$ cat src/rtl/fx_arb_pkg.sv
// fx_arb_pkg: shared state type and constants for the fx_opt sharing arbiter
package fx_arb_pkg;
  typedef enum logic [1:0] {IDLE, ISSUE, BUSY, RESP} arb_state_t;
  localparam logic [31:0] FX_QNAN = 32'h7FC0_0000;
endpackage

$ cat src/rtl/fx_share_arb_if.sv
// fx_share_arb_if: requester, response and engine pins of the fx_opt sharing arbiter
interface fx_share_arb_if #(
  parameter int NUM_REQ = 2
);
  logic [NUM_REQ-1:0] req_valid, req_ready, rsp_valid, rsp_ready;
  logic [NUM_REQ-1:0][31:0] req_x;
  logic [31:0] rsp_data, eng_x, eng_fx;
  logic rsp_err, eng_start, eng_done;
  modport slave (
    input req_valid, req_x, rsp_ready, eng_done, eng_fx,
    output req_ready, rsp_valid, rsp_data, rsp_err, eng_start, eng_x
  );
  modport master (
    output req_valid, req_x, rsp_ready, eng_done, eng_fx,
    input req_ready, rsp_valid, rsp_data, rsp_err, eng_start, eng_x
  );
endinterface

$ cat src/rtl/fx_share_arb_rr_pick.sv
// rr_pick: first valid index at or after ptr, wrapping modulo N, as one-hot grant and index
module rr_pick #(
  parameter int N = 2,
  localparam int W = $clog2(N)
) (
  input logic [N-1:0] valid,
  input logic [W-1:0] ptr,
  output logic [N-1:0] grant,
  output logic [W-1:0] idx,
  output logic any
);
  always_comb begin
    idx = '0;
    // scan farthest-first so the nearest valid index after ptr is the last one written
    for (int i = N - 1; i >= 0; i--)
      if (valid[(int'(ptr) + i) % N]) idx = W'((int'(ptr) + i) % N);
    any = |valid;
    grant = any ? N'(1) << idx : '0;
  end
endmodule

$ cat src/rtl/fx_share_arb.sv
// fx_share_arb: round-robin sequencer sharing one fx_opt engine among NUM_REQ requesters, with watchdog
module fx_share_arb
  import fx_arb_pkg::*;
#(
  parameter int NUM_REQ = 2,
  parameter int TIMEOUT_CYCLES = 256
) (
  input logic clk,
  input logic reset,
  input logic clk_en,
  fx_share_arb_if.slave bus
);
  localparam int PW = $clog2(NUM_REQ);
  localparam int WW = $clog2(TIMEOUT_CYCLES);
  arb_state_t state, nxt;
  logic [PW-1:0] rr_ptr, owner, idx;
  logic [NUM_REQ-1:0] grant, rsp_vld;
  logic [31:0] x_reg, rsp_reg;
  logic [WW-1:0] wd;
  logic any, err, wd_hit, finish;
  rr_pick #(.N(NUM_REQ)) u_pick (
    .valid(bus.req_valid),
    .ptr(rr_ptr),
    .grant(grant),
    .idx(idx),
    .any(any)
  );
  assign wd_hit = wd == WW'(TIMEOUT_CYCLES - 1);
  assign finish = bus.eng_done || wd_hit;
  // grant is withheld while frozen or in reset so a handshake never completes unregistered
  assign bus.req_ready = (state == IDLE && clk_en && !reset) ? grant : '0;
  assign bus.eng_start = state == ISSUE && clk_en;
  assign bus.rsp_valid = rsp_vld;
  assign bus.rsp_data = rsp_reg;
  assign bus.rsp_err = err;
  assign bus.eng_x = x_reg;
  always_comb begin
    nxt = state;
    case (state)
      IDLE: nxt = any ? ISSUE : IDLE;
      ISSUE: nxt = BUSY;
      BUSY: nxt = finish ? RESP : BUSY;
      RESP: nxt = bus.rsp_ready[owner] ? IDLE : RESP;
      default: nxt = IDLE;
    endcase
  end
  always_ff @(posedge clk or posedge reset)
    if (reset) begin
      state <= IDLE;
      rr_ptr <= '0;
      owner <= '0;
      x_reg <= '0;
      rsp_reg <= '0;
      err <= 1'b0;
      wd <= '0;
      rsp_vld <= '0;
    end else if (clk_en) begin
      state <= nxt;
      if (state == IDLE && any) begin
        x_reg <= bus.req_x[idx];
        owner <= idx;
      end
      wd <= state == ISSUE ? '0 : (state == BUSY && !wd_hit) ? wd + 1'b1 : wd;
      // a done strobe in the watchdog's last cycle still delivers the real result
      if (state == BUSY && finish) begin
        rsp_reg <= bus.eng_done ? bus.eng_fx : FX_QNAN;
        err <= !bus.eng_done;
        rsp_vld <= NUM_REQ'(1) << owner;
      end
      if (state == RESP && bus.rsp_ready[owner]) begin
        rr_ptr <= owner == PW'(NUM_REQ - 1) ? '0 : owner + 1'b1;
        rsp_vld <= '0;
      end
    end
endmodule

$ cat src/flat_wrapper.sv
// flat-port wrapper written by rule: the top's interface ports become plain ports
module fx_share_arb_flat import fx_arb_pkg::*;
#(
  parameter int NUM_REQ = 2,
  parameter int TIMEOUT_CYCLES = 256
)
  (clk, reset, clk_en, bus_req_valid, bus_req_x, bus_rsp_ready, bus_eng_done, bus_eng_fx, bus_req_ready, bus_rsp_valid, bus_rsp_data, bus_rsp_err, bus_eng_start, bus_eng_x);
  fx_share_arb_if #(.NUM_REQ(NUM_REQ)) bus_i ();
  input logic clk;
  input logic reset;
  input logic clk_en;
  input wire logic [$bits(bus_i.req_valid)-1:0] bus_req_valid;
  input wire logic [$bits(bus_i.req_x)-1:0] bus_req_x;
  input wire logic [$bits(bus_i.rsp_ready)-1:0] bus_rsp_ready;
  input wire logic [$bits(bus_i.eng_done)-1:0] bus_eng_done;
  input wire logic [$bits(bus_i.eng_fx)-1:0] bus_eng_fx;
  output wire logic [$bits(bus_i.req_ready)-1:0] bus_req_ready;
  output wire logic [$bits(bus_i.rsp_valid)-1:0] bus_rsp_valid;
  output wire logic [$bits(bus_i.rsp_data)-1:0] bus_rsp_data;
  output wire logic [$bits(bus_i.rsp_err)-1:0] bus_rsp_err;
  output wire logic [$bits(bus_i.eng_start)-1:0] bus_eng_start;
  output wire logic [$bits(bus_i.eng_x)-1:0] bus_eng_x;
  assign bus_i.req_valid = bus_req_valid;
  assign bus_i.req_x = bus_req_x;
  assign bus_i.rsp_ready = bus_rsp_ready;
  assign bus_i.eng_done = bus_eng_done;
  assign bus_i.eng_fx = bus_eng_fx;
  assign bus_req_ready = bus_i.req_ready;
  assign bus_rsp_valid = bus_i.rsp_valid;
  assign bus_rsp_data = bus_i.rsp_data;
  assign bus_rsp_err = bus_i.rsp_err;
  assign bus_eng_start = bus_i.eng_start;
  assign bus_eng_x = bus_i.eng_x;
  fx_share_arb #(.NUM_REQ(NUM_REQ), .TIMEOUT_CYCLES(TIMEOUT_CYCLES)) u_core (.clk(clk), .reset(reset), .clk_en(clk_en), .bus(bus_i));
endmodule
$ cat config.mk
export PLATFORM = sky130hd
export DESIGN_NAME = fx_share_arb_flat
export DESIGN_NICKNAME = d
export VERILOG_FILES = /design/src/rtl/fx_arb_pkg.sv /design/src/rtl/fx_share_arb_if.sv /design/src/rtl/fx_share_arb_rr_pick.sv /design/src/rtl/fx_share_arb.sv /design/src/flat_wrapper.sv
export SDC_FILE = /design/constraint.sdc
export NUM_CORES = 1
export LEC_CHECK = 0
export CAP_MARGIN = 20
export CORE_ASPECT_RATIO = 1.5
export CORE_MARGIN = 10
export CORE_UTILIZATION = 40
export DETAILED_ROUTE_END_ITERATION = 8
export MAX_ROUTING_LAYER = met4
export PLACE_DENSITY = 0.8
export SLEW_MARGIN = 10
export SYNTH_ARGS = -nofsm -noshare
export SYNTH_HDL_FRONTEND = slang
export SYNTH_SLANG_ARGS = --single-unit
$ cat constraint.sdc
create_clock -name clk -period 3.4 [get_ports clk]
set_clock_uncertainty 0.2 [all_clocks]
set_input_delay 0.34 -clock clk [delete_from_list [all_inputs] [get_ports clk]]
set_output_delay 0.34 -clock clk [all_outputs]
set_load 0.02 [all_outputs]
==> impl_metrics.env <==
export IMPL_status="complete, no violations"
export IMPL_crit_required_ns=2.86
export IMPL_worst_slack_ns=0.730
export IMPL_place_port_buffers=173
export IMPL_powerDensity_nw_per_um2=841
export IMPL_layoutNonFillerInstCount=576
export IMPL_worstRegToRegCells=3
export IMPL_startpoint_type="primary input"
export IMPL_clkTransAtPathRegs_ns=0.06
export IMPL_grt_start_max_net_pins=80
export IMPL_mostFrequentLayoutCell="clkdlybuf4s50_1"
export IMPL_final_nets=569
export IMPL_critPathMaxFanout=5
export IMPL_drc=0
export IMPL_hold_depth=2
export IMPL_endpoint_kind="output port"
export IMPL_dr_total_vias=2903
export IMPL_post_route_util_pct=65.1
export IMPL_pin_count=174
export IMPL_synth_edf_count=0
export IMPL_num_antenna_cells=0
export IMPL_clock_latency_ns=0.33
export IMPL_multi_input_area_um2=1290
export IMPL_total_leakage_power_nw=2.44
export IMPL_setup_viol=0
export IMPL_tightestPinTransition_ns=0.939
export IMPL_wl_mm=9.88
export IMPL_synth_seq_area_share_pct=57.4
export IMPL_ctsResizeCount=0
export IMPL_antenna_found_initial=0
export IMPL_clk_path_buf_depth=2
export IMPL_irDropWorstVdd_uv=453
export IMPL_first_pass_iters=4
export IMPL_ys_types=36
export IMPL_hold_path_class="reg2reg"
export IMPL_ant_nets=0
export IMPL_numCtsBuffers=9
export IMPL_finalCritPeriodShare_pct=78.5
export IMPL_postSynth_asyncResetShare_pct=100
export IMPL_dp_hpwl_mm=7.69
export IMPL_rows=41
export IMPL_cts_tree="yes"
export IMPL_place_congestion=0.809
export IMPL_dp_cells=560
export IMPL_grt_pass1_wl_mm=15.7
export IMPL_cts_max_level=3
export IMPL_cts_root_buf="clkbuf_16"
export IMPL_first_iter_violations=80
export IMPL_vias_per_cell=5.04
export IMPL_synth_avg_cell_area_um2=11.7
export IMPL_grt_ovfl_total=0
export IMPL_die_h_um=134
export IMPL_fillers=663
export IMPL_ys_flop_type="dfrtp_1"
export IMPL_synth_area_um2=3450
export IMPL_cp_arrival_ns=2.13
export IMPL_synth_warnings=0
export IMPL_drive_above_1_share_pct=5.76
export IMPL_postCtsSetupBuffers=0
export IMPL_synth_seq_cells=79
export IMPL_area_growth_pct=58.9
export IMPL_drv_slew=0
export IMPL_clock_fmax_mhz=375
export IMPL_maxSlewHeadroom_pct=37.4
export IMPL_initial_utilization_pct=41.0
export IMPL_mostFrequentLayoutCells="173 x clkdlybuf4s50_1, 79 x dfrtp_1, 41 x nand2_1"
export IMPL_holdWs_ns=0.278
export IMPL_layout_min_cycle_time_ns=2.67
export IMPL_routedWlPerCell_um=17.2
export IMPL_hold_viol=0
export IMPL_dieWidth_um=95.8
export IMPL_postCtsHoldBufs=0
export IMPL_fin_tns_setup_ns=0
export IMPL_synth_nets=399
export IMPL_dieArea_um2=12800
export IMPL_pre_cts_ws_ns=0.752
export IMPL_worstSetupPathType="in2out"
export IMPL_gr_usage_all_layers_pct=16.0
export IMPL_core_area_um2=8410
export IMPL_cts_sinks=79
export IMPL_rsz0062_at_grt="false"
export IMPL_first_global_vias=3146
export IMPL_maxCapViolations=0
export IMPL_synthCells=294
export IMPL_sequential_cell_area_um2=1980
[worst max-delay path, stage by stage]
cell,delay (ns)
clkdlybuf4s50_1,0.54
nand2b_1,0.10
or3_4,0.38
nor3_2,0.11
clkdlybuf4s50_1,0.65
[power breakdown]
part           switching [mW]  internal (mW)  total [mW]
registers               0.250           1.35        1.60
logic                    1.04           1.07        2.10
clock network           0.392          0.502       0.894
[worst paths after layout]
path	start	to	slack, ns
worst max-delay path	clk_en	bus_req_ready[1]	0.73
worst min-delay path	u_core.bus.eng_x[30]	u_core.bus.eng_x[30]	0.28
worst max register to register	u_core.state[1]	u_core.bus.rsp_data[31]	1.41
worst min register to register	u_core.bus.eng_x[30]	u_core.bus.eng_x[30]	0.28
max in group asynchronous	reset	u_core.bus.eng_x[28]	1.90
min in group asynchronous	reset	u_core.bus.rsp_data[6]	0.52
[stage by stage]
| stage | power, mW | cell area [um2] |
|---|---|---|
| floorplan | 2.71 | 3450 |
| global placement | 3.70 | 5190 |
| detailed placement | 3.76 | 5190 |
| CTS | 4.68 | 5470 |
| global route | 4.89 | 5470 |
| finish | 4.60 | 5470 |
[cell families after synthesis]
group / count (synthesis) / share of synthesized area [%]
simple gates: 69 / 9.37
xor+xnor: 4 / 1.02
mux: 35 / 10.2
fa+ha+maj: 1 / 0.363
buf+inv: 25 / 5.48
compound gates: 81 / 16.2
flops: 79 / 57.4
[cell usage after synthesis (2+ instances only)]
| cell | instances | area (um2) |
|---|---|---|
| o22a_1 | 9 | 78.8 |
| nor2_1 | 6 | 22.5 |
| buf_4 | 3 | 22.5 |
| o211ai_1 | 3 | 22.5 |
| clkbuf_2 | 2 | 10.0 |
| nand4_1 | 2 | 12.5 |
| o21ai_1 | 28 | 140 |
| o21ai_2 | 2 | 17.5 |
| and2_1 | 2 | 12.5 |
| nand3_1 | 5 | 25.0 |
| o31ai_1 | 4 | 30.0 |
| mux2i_1 | 34 | 340 |
| dfrtp_1 | 79 | 1980 |
| nand2_1 | 41 | 154 |
| xnor2_1 | 3 | 26.3 |
| a22o_1 | 23 | 201 |
| buf_2 | 2 | 10.0 |
| o21ai_0 | 8 | 40.0 |
| buf_6 | 10 | 113 |
| nor4_1 | 3 | 18.8 |
| and3_1 | 2 | 12.5 |
| inv_1 | 7 | 26.3 |
| o21a_1 | 3 | 22.5 |
[sequential cells by signal, indices dropped and copies added, names as in the netlist]
signal	flops
u_core.owner	1
u_core.bus.eng_x	32
u_core.state	2
u_core.bus.rsp_valid	2
u_core.bus.rsp_data	32
u_core.wd	8
u_core.bus.rsp_err	1
u_core.rr_ptr	1
[layer usage]
metal,share of wire (%),GRT usage (%),vias up
met3,8.5,5.34,17
met4,2.1,6.00,0
met2,52,27.5,119
met1,37,16.2,1373
met5,0,-,-
li1,-,-,1394
[area by class of cell]
class	count	share of cell area, %
sequential	79	36.1
inverter	7	0.503
multi-input combinational	190	23.6
tap	107	2.45
clock buffer	9	4.11
timing repair buffer	177	32.2
clock inverter	7	1.05
No activity file was read; power rests on OpenSTA's default activity.
